### src/rtl/uart_tx_byte.sv
// Byte-wide UART transmitter with a valid/ready input and an internal baud tick counter.
// Frame: start, 8 data bits LSB first, optional parity, 1 or 2 stop bits.
module uart_tx_byte #(
    parameter int CLK_FREQ  = 50000000,
    parameter int BAUD      = 9600,
    parameter int PARITY    = 0,
    parameter int STOP_BITS = 1
) (
    input  logic       clk_50m,
    input  logic       rst_n,
    input  logic [7:0] tx_data,
    input  logic       tx_valid,
    output logic       tx_ready,
    output logic       tx_busy,
    output logic       txd
);

    localparam int BIT_CYCLES = CLK_FREQ / BAUD;
    localparam int CNT_W      = (BIT_CYCLES > 2) ? $clog2(BIT_CYCLES) : 1;
    localparam logic [CNT_W-1:0] BIT_LAST  = CNT_W'(BIT_CYCLES - 1);
    localparam logic [2:0]       STOP_LAST = 3'(STOP_BITS - 1);

    if (PARITY < 0 || PARITY > 2) begin : g_bad_parity
        $error("uart_tx_byte: PARITY must be 0, 1 or 2");
    end
    if (STOP_BITS != 1 && STOP_BITS != 2) begin : g_bad_stop
        $error("uart_tx_byte: STOP_BITS must be 1 or 2");
    end
    if (BIT_CYCLES < 2) begin : g_bad_baud
        $error("uart_tx_byte: CLK_FREQ/BAUD must be at least 2");
    end

    typedef enum logic [2:0] {
        S_IDLE,
        S_START,
        S_DATA,
        S_PARITY,
        S_STOP
    } state_t;

    state_t           state_q, state_d;
    logic [CNT_W-1:0] baud_q, baud_d;
    logic [2:0]       bit_q, bit_d;
    logic [7:0]       shift_q, shift_d;
    logic             par_q, par_d;
    logic             txd_q, txd_d;
    logic             ready_q, ready_d;
    logic             busy_q, busy_d;

    logic tick;
    logic frame_end;
    logic accept;

    assign tick      = (baud_q == BIT_LAST);
    assign frame_end = (state_q == S_STOP) && tick && (bit_q == STOP_LAST);
    // A byte already waiting when the last stop bit closes is taken on that
    // same edge, so consecutive frames abut with no idle cycle.
    assign accept    = tx_valid && (ready_q || frame_end);

    always_comb begin
        state_d = state_q;
        baud_d  = tick ? '0 : baud_q + 1'b1;
        bit_d   = bit_q;
        shift_d = shift_q;
        par_d   = par_q;
        txd_d   = txd_q;
        ready_d = ready_q;
        busy_d  = busy_q;

        unique case (state_q)
            S_IDLE: begin
                baud_d  = '0;
                ready_d = 1'b1;
                txd_d   = 1'b1;
            end
            S_START: begin
                if (tick) begin
                    state_d = S_DATA;
                    bit_d   = 3'd0;
                    txd_d   = shift_q[0];
                end
            end
            S_DATA: begin
                if (tick) begin
                    if (bit_q == 3'd7) begin
                        bit_d = 3'd0;
                        if (PARITY != 0) begin
                            state_d = S_PARITY;
                            txd_d   = par_q;
                        end else begin
                            state_d = S_STOP;
                            txd_d   = 1'b1;
                        end
                    end else begin
                        bit_d   = bit_q + 3'd1;
                        shift_d = {1'b0, shift_q[7:1]};
                        txd_d   = shift_q[1];
                    end
                end
            end
            S_PARITY: begin
                if (tick) begin
                    state_d = S_STOP;
                    bit_d   = 3'd0;
                    txd_d   = 1'b1;
                end
            end
            S_STOP: begin
                if (tick) begin
                    if (bit_q == STOP_LAST) begin
                        state_d = S_IDLE;
                        ready_d = 1'b1;
                        busy_d  = 1'b0;
                        txd_d   = 1'b1;
                    end else begin
                        bit_d = bit_q + 3'd1;
                    end
                end
            end
            default: begin
                state_d = S_IDLE;
            end
        endcase

        if (accept) begin
            state_d = S_START;
            baud_d  = '0;
            bit_d   = 3'd0;
            shift_d = tx_data;
            par_d   = (PARITY == 1) ? ~^tx_data : ^tx_data;
            txd_d   = 1'b0;
            ready_d = 1'b0;
            busy_d  = 1'b1;
        end
    end

    always_ff @(posedge clk_50m) begin
        if (!rst_n) begin
            state_q <= S_IDLE;
            baud_q  <= '0;
            bit_q   <= 3'd0;
            shift_q <= 8'd0;
            par_q   <= 1'b0;
            txd_q   <= 1'b1;
            ready_q <= 1'b0;
            busy_q  <= 1'b0;
        end else begin
            state_q <= state_d;
            baud_q  <= baud_d;
            bit_q   <= bit_d;
            shift_q <= shift_d;
            par_q   <= par_d;
            txd_q   <= txd_d;
            ready_q <= ready_d;
            busy_q  <= busy_d;
        end
    end

    assign tx_ready = ready_q;
    assign tx_busy  = busy_q;
    assign txd      = txd_q;

endmodule

### config.mk
export PLATFORM = sky130hd
export DESIGN_NAME = uart_tx_byte
export DESIGN_NICKNAME = d
export VERILOG_FILES = /design/src/rtl/uart_tx_byte.sv
export SDC_FILE = /design/constraint.sdc
export NUM_CORES = 1
export LEC_CHECK = 0
export BUFFER_PORTS_ARGS = -buffer_cell sky130_fd_sc_hd__buf_2
export CORE_ASPECT_RATIO = 1.1
export CORE_UTILIZATION = 45
export DETAILED_ROUTE_END_ITERATION = 7
export GPL_TIMING_DRIVEN = 0
export HOLD_SLACK_MARGIN = 0.02
export PLACE_DENSITY = 0.63
export SLEW_MARGIN = 5
export SYNTH_ARGS = -nofsm -noshare
export SYNTH_HDL_FRONTEND = slang
export SYNTH_SLANG_ARGS = --single-unit
export TNS_END_PERCENT = 50
### constraint.sdc
create_clock -name clk_50m -period 5.5 [get_ports clk_50m]
set_clock_uncertainty 0.05 [all_clocks]
set_input_delay 0.55 -clock clk_50m [delete_from_list [all_inputs] [get_ports clk_50m]]
set_output_delay 0.55 -clock clk_50m [all_outputs]
set_load 0.005 [all_outputs]
Yosys cells after proc, flatten, opt, wreduce, memory -nomap -nowiden
Cells that the tools add are included.
- flip-flop bits (word level): 30
- input port bits: 11
- output and inout bits: 3
- logic and storage cells: 88
- add/sub/neg operators: 2
- eq/ne operators: 22
- multiplexer cells: 31
- bitwise logic cells: 2
- reduce and logical (&&, ||, !) cells: 23
- operators with widths (operator ; number):
    $mux 3 ; 11
    $mux 8 ; 4
    $ne 2x2->1 const B ; 8
    $ne 3x3->1 const B ; 5
    $pmux 3 s5 ; 1
    $reduce_and 7->1 ; 2
    $add 13x1->13 const B ; 1
    $eq 13x13->1 const B ; 1
    $mux 1 ; 12
    $reduce_bool 2->1 ; 5
    $pmux 3 s3 ; 1
    $reduce_and 3->1 ; 3
    $eq 3x2->1 const B ; 2
    $eq 3x3->1 const B ; 2
    $logic_not 3->1 ; 2
    $reduce_and 6->1 ; 1
    $reduce_bool 6->1 ; 1
    $pmux 1 s5 ; 1
    $reduce_and 5->1 ; 1
    $ne 2x1->1 const B ; 2
    $reduce_or 2->1 ; 2
    $reduce_or 4->1 ; 1
    $add 3x1->3 const B ; 1
    $eq 3x1->1 const B ; 1
    other kinds (6) ; 9

Depth between registers and ports, before layout
- depth after elaboration: 7
- gate-level depth with buffers: 8
- mapped depth without buffers: 7

Worst setup path after synthesis
Ideal clock, no wire load.
- kind: register to register
- start: register baud_q[0]
- end: register baud_q[10]
- setup time: 64 ps
- arrival time: 1677 ps
- required time: 5386 ps
- slack: 3709 ps
- cell stages (with the launch flop): 8
- path buffers: 2
- period minus slack after synthesis: 1791 ps
- path through: dfxtp_1 > ha_1 > and4bb_1 > and3_1 > buf_6 > or3_4 > buf_6 > nor2_1
- word-level cells in the longest chain between the ends: 6
- elaborated cells on any way between the ends: 7
- classes of those cells: add/sub (1); eq/ne (1); reduce/logical (5)
- ends and longest elaborated chain (element ; RTL line ; text):
    start, declared ; 42 ; logic [CNT_W-1:0] baud_q, baud_d;
    start signal, assigned ; 149 ; baud_q <= baud_d;
    branches (longest 6 deep; another with $add 13x1->13) ; n/a ;
Parallel ways; which one is timed is not known.
A chain may end at the register's enable or synchronous reset.

Worst setup path in the final report
- start: register baud_q[0]
- end: register baud_q[12]
Same word-level chain as after synthesis.

==> impl_results.rst <==
.. list-table::
   :header-rows: 1

   * - Metric
     - Value
   * - Root buffer cell
     - sky130_fd_sc_hd__clkbuf_4
   * - Count of antenna diodes in the layout
     - 0
   * - Synthesized area per cell
     - 9.04 µm²
   * - Area of the core region
     - 0.00307 mm²
   * - Number of cell rows
     - 21
   * - Number of antenna-violating nets in the routed design
     - 0
   * - Routed len/inst
     - 12.4 µm
   * - Run status
     - completed
   * - Power per Cell Area
     - 237 mW/mm²
   * - Worst endpoint data arrival time
     - 2.24 ns
   * - Number of endpoints with negative hold slack in the final report
     - 0
   * - Port-buffer cells
     - 13
   * - Die width
     - 56.2 µm
   * - Worst-case vdd ir drop
     - 0.171 mV
   * - Number of DRC violations after detailed routing
     - 0
   * - Die outline area
     - 0.00347 mm²
   * - Share of cells above drive strength 1
     - 18.2%
   * - Endpoint class of the critical path
     - register
   * - Type of element launching the critical path
     - register
   * - Commonest cells after routing, fill and taps aside
     - 30 x sky130_fd_sc_hd__dfxtp_1, 20 x sky130_fd_sc_hd__nor2_1, 14 x sky130_fd_sc_hd__a21oi_1, 14 x sky130_fd_sc_hd__buf_2, 12 x sky130_fd_sc_hd__o21ai_0
   * - Dominant register cell in the synthesized netlist
     - sky130_fd_sc_hd__dfxtp_1
   * - RSZ-0062 raised after global routing
     - no
   * - Required time at the endpoint of the critical path
     - 5.68 ns
   * - Global route overflow
     - 0
   * - TritonCTS clock tree
     - done
   * - GRT Util Overall
     - 18.0%
   * - Slew @ Worst Pin
     - 0.462 ns
   * - Synth Warn #
     - 0
   * - Sinks on Clock Net
     - 30
   * - Type of the tightest min-delay check
     - input pin to register
   * - Total nets after synthesis
     - 176
   * - Most frequent standard cell in the layout excluding fill and tap cells
     - sky130_fd_sc_hd__dfxtp_1
   * - Leakage power total
     - 0.000600 µW
   * - Number of top-level pins
     - 14
   * - Source-to-sink clock delay at the later pin of the worst-skew pair
     - 0.33 ns
   * - Number of flops mapped to enable cells by yosys
     - 0
   * - Starting density of the core
     - 47.3%
   * - Instance count of the mapped netlist
     - 161
   * - Path depth of the worst reg2reg path
     - 7
   * - Critical Setup Path Class
     - register to register
   * - TNS Setup
     - 0 ns
   * - Number of vias after detailed routing
     - 1,173
   * - Half-perimeter wire length after detailed placement
     - 2020 µm
   * - Total CTS buffers
     - 5
   * - Initial drt markers
     - 30
   * - H-tree lvl count
     - 2
   * - Final design utilization
     - 52.3%
   * - Mapped cell area
     - 0.00146 mm²
   * - Min Clock Period, post-route
     - 2.06 ns
   * - Worst slew margin relative to its limit
     - 69.2%
   * - Unique cell type count in the Yosys netlist
     - 37
   * - Resize count post-CTS
     - 0
   * - Sequential fraction of the synthesis area
     - 41.3%
   * - Ys async rst share
     - 0%
   * - Hold path depth
     - 3
   * - Synthesis-to-finish area growth
     - 10.5%
   * - Layout Nets
     - 196
   * - Post-CTS Hold Buffers
     - 0
   * - Clock edge transition at the registers on the reported setup and hold paths
     - 0.09 ns
   * - CTS max path bufs
     - 2
   * - Final weighted congestion in routability-driven placement
     - 0.765
   * - Antenna violations before repair
     - 0
   * - Pin count of the biggest net entering global routing
     - 11
   * - Synthesis-stage register bit count
     - 30
   * - Highest Clock Rate
     - 0.485 GHz
   * - Post-Route WL
     - 2670 µm
   * - Via count of the first global-routing pass
     - 1,113
   * - Number of max-slew violations in the final report
     - 0
   * - Total of endpoints with negative setup slack in the final report
     - 0
   * - Height of the chip
     - 61.6 µm
   * - CP max FO
     - 10
   * - Number of post-CTS setup repair buffers
     - 0
   * - Pre-antenna DRT Iters
     - 4
   * - Via density per instance
     - 5.46
   * - Wire length of the first global-routing pass
     - 4770 µm
   * - Max capacitance violation total
     - 0
   * - Final worst path period share
     - 37.5%
## Yosys cell counts, types with 2 or more instances
cell | number | share of area [%]
sky130_fd_sc_hd__a21oi_1 | 14 | 4.8
sky130_fd_sc_hd__nand3b_1 | 2 | 1.0
sky130_fd_sc_hd__mux2i_1 | 8 | 5.5
sky130_fd_sc_hd__o21a_1 | 2 | 1.0
sky130_fd_sc_hd__inv_1 | 6 | 1.5
sky130_fd_sc_hd__dfxtp_1 | 30 | 41
sky130_fd_sc_hd__nand2b_1 | 2 | 0.86
sky130_fd_sc_hd__nor2b_1 | 2 | 0.86
sky130_fd_sc_hd__xnor2_1 | 4 | 2.4
sky130_fd_sc_hd__xor2_1 | 7 | 4.2
sky130_fd_sc_hd__nand2_1 | 7 | 1.8
sky130_fd_sc_hd__buf_6 | 3 | 2.3
sky130_fd_sc_hd__nand3_1 | 10 | 3.4
sky130_fd_sc_hd__nor2_1 | 20 | 5.2
sky130_fd_sc_hd__and4bb_2 | 2 | 1.7
sky130_fd_sc_hd__and3_1 | 6 | 2.6
sky130_fd_sc_hd__nor3_1 | 2 | 0.69
sky130_fd_sc_hd__ha_1 | 4 | 3.4
sky130_fd_sc_hd__o21ai_0 | 12 | 4.1
## worst max-delay path, cell delays in order (launching register included)
cell and delay [ns]:
sky130_fd_sc_hd__dfxtp_1 0.40, sky130_fd_sc_hd__ha_1 0.24, sky130_fd_sc_hd__and4bb_1 0.25, sky130_fd_sc_hd__nand4_1 0.26, sky130_fd_sc_hd__o211ai_4 0.37, sky130_fd_sc_hd__or3_4 0.21, sky130_fd_sc_hd__buf_6 0.14, sky130_fd_sc_hd__nor2_1 0.05
## power by group
part | total (µW) | internal [µW] | switching, µW | leakage [µW]
logic | 30.4 | 13.6 | 16.8 | 0.000330
clock network | 121 | 48.1 | 73.3 | 0.0000254
registers | 230 | 225 | 5.04 | 0.000244
total | 381 | 286 | 95.1 | 0.000600
## stage by stage
step | std cells | total power (µW) | hold slack [ns] | cell area [µm²] | setup slack, ns
6_report | 215 | 381 | 0.423 | 1610 | 3.44
5_1_grt | 215 | 400 | 0.415 | 1610 | 3.29
4_1_cts | 215 | 383 | 0.419 | 1610 | 3.43
3_5_place_dp | 208 | 266 | 0.416 | 1560 | 3.44
3_3_place_gp | 208 | 264 | 0.405 | 1560 | 3.49
2_1_floorplan | 161 | 254 | 0.388 | 1460 | 3.71
## layout make-up
| class | instances | area, µm² |
|---|---|---|
| timing repair buffer | 13 | 65.1 |
| tap | 34 | 42.5 |
| inverter | 6 | 22.5 |
| multi-input combinational | 119 | 785 |
| clock buffer | 7 | 45.0 |
| sequential | 30 | 601 |
| fill | 297 | 1470 |
| buffer | 6 | 47.5 |
## logic make-up (layout without fill, tap and decap cells)
group | after synthesis | count (layout) | synth area share [%]
compound gates | 32 | 32 | 13.2
xor+xnor | 11 | 11 | 6.62
fa+ha+maj | 4 | 4 | 3.44
buf+inv | 12 | 32 | 4.81
flops | 30 | 30 | 41.3
mux | 9 | 9 | 6.28
simple gates | 63 | 63 | 24.4
## registers in the layout, indices dropped and copies added, names as in the netlist
| signal | count |
|---|---|
| txd | 1 |
| state_q | 3 |
| bit_q | 3 |
| tx_busy | 1 |
| tx_ready | 1 |
| baud_q | 13 |
| shift_q | 8 |
## metal layers
metal | share of wire [%] | global-route usage (%)
met1 | 45 | 20.1
met2 | 48 | 32.0
met3 | 4.5 | 6.30
met4 | 2.1 | 7.67
met5 | 0 | 0
## path summary, 6_finish.rpt
| check | end | slack, ns | start |
|---|---|---|---|
| hold / removal | shift_q[7] | 0.42 | tx_data[7] |
| hold reg to reg | baud_q[0] | 0.43 | baud_q[0] |
| setup / recovery | baud_q[12] | 3.44 | baud_q[0] |
| setup reg to reg | baud_q[12] | 3.44 | baud_q[0] |
Power figures use the tool's default switching activity.
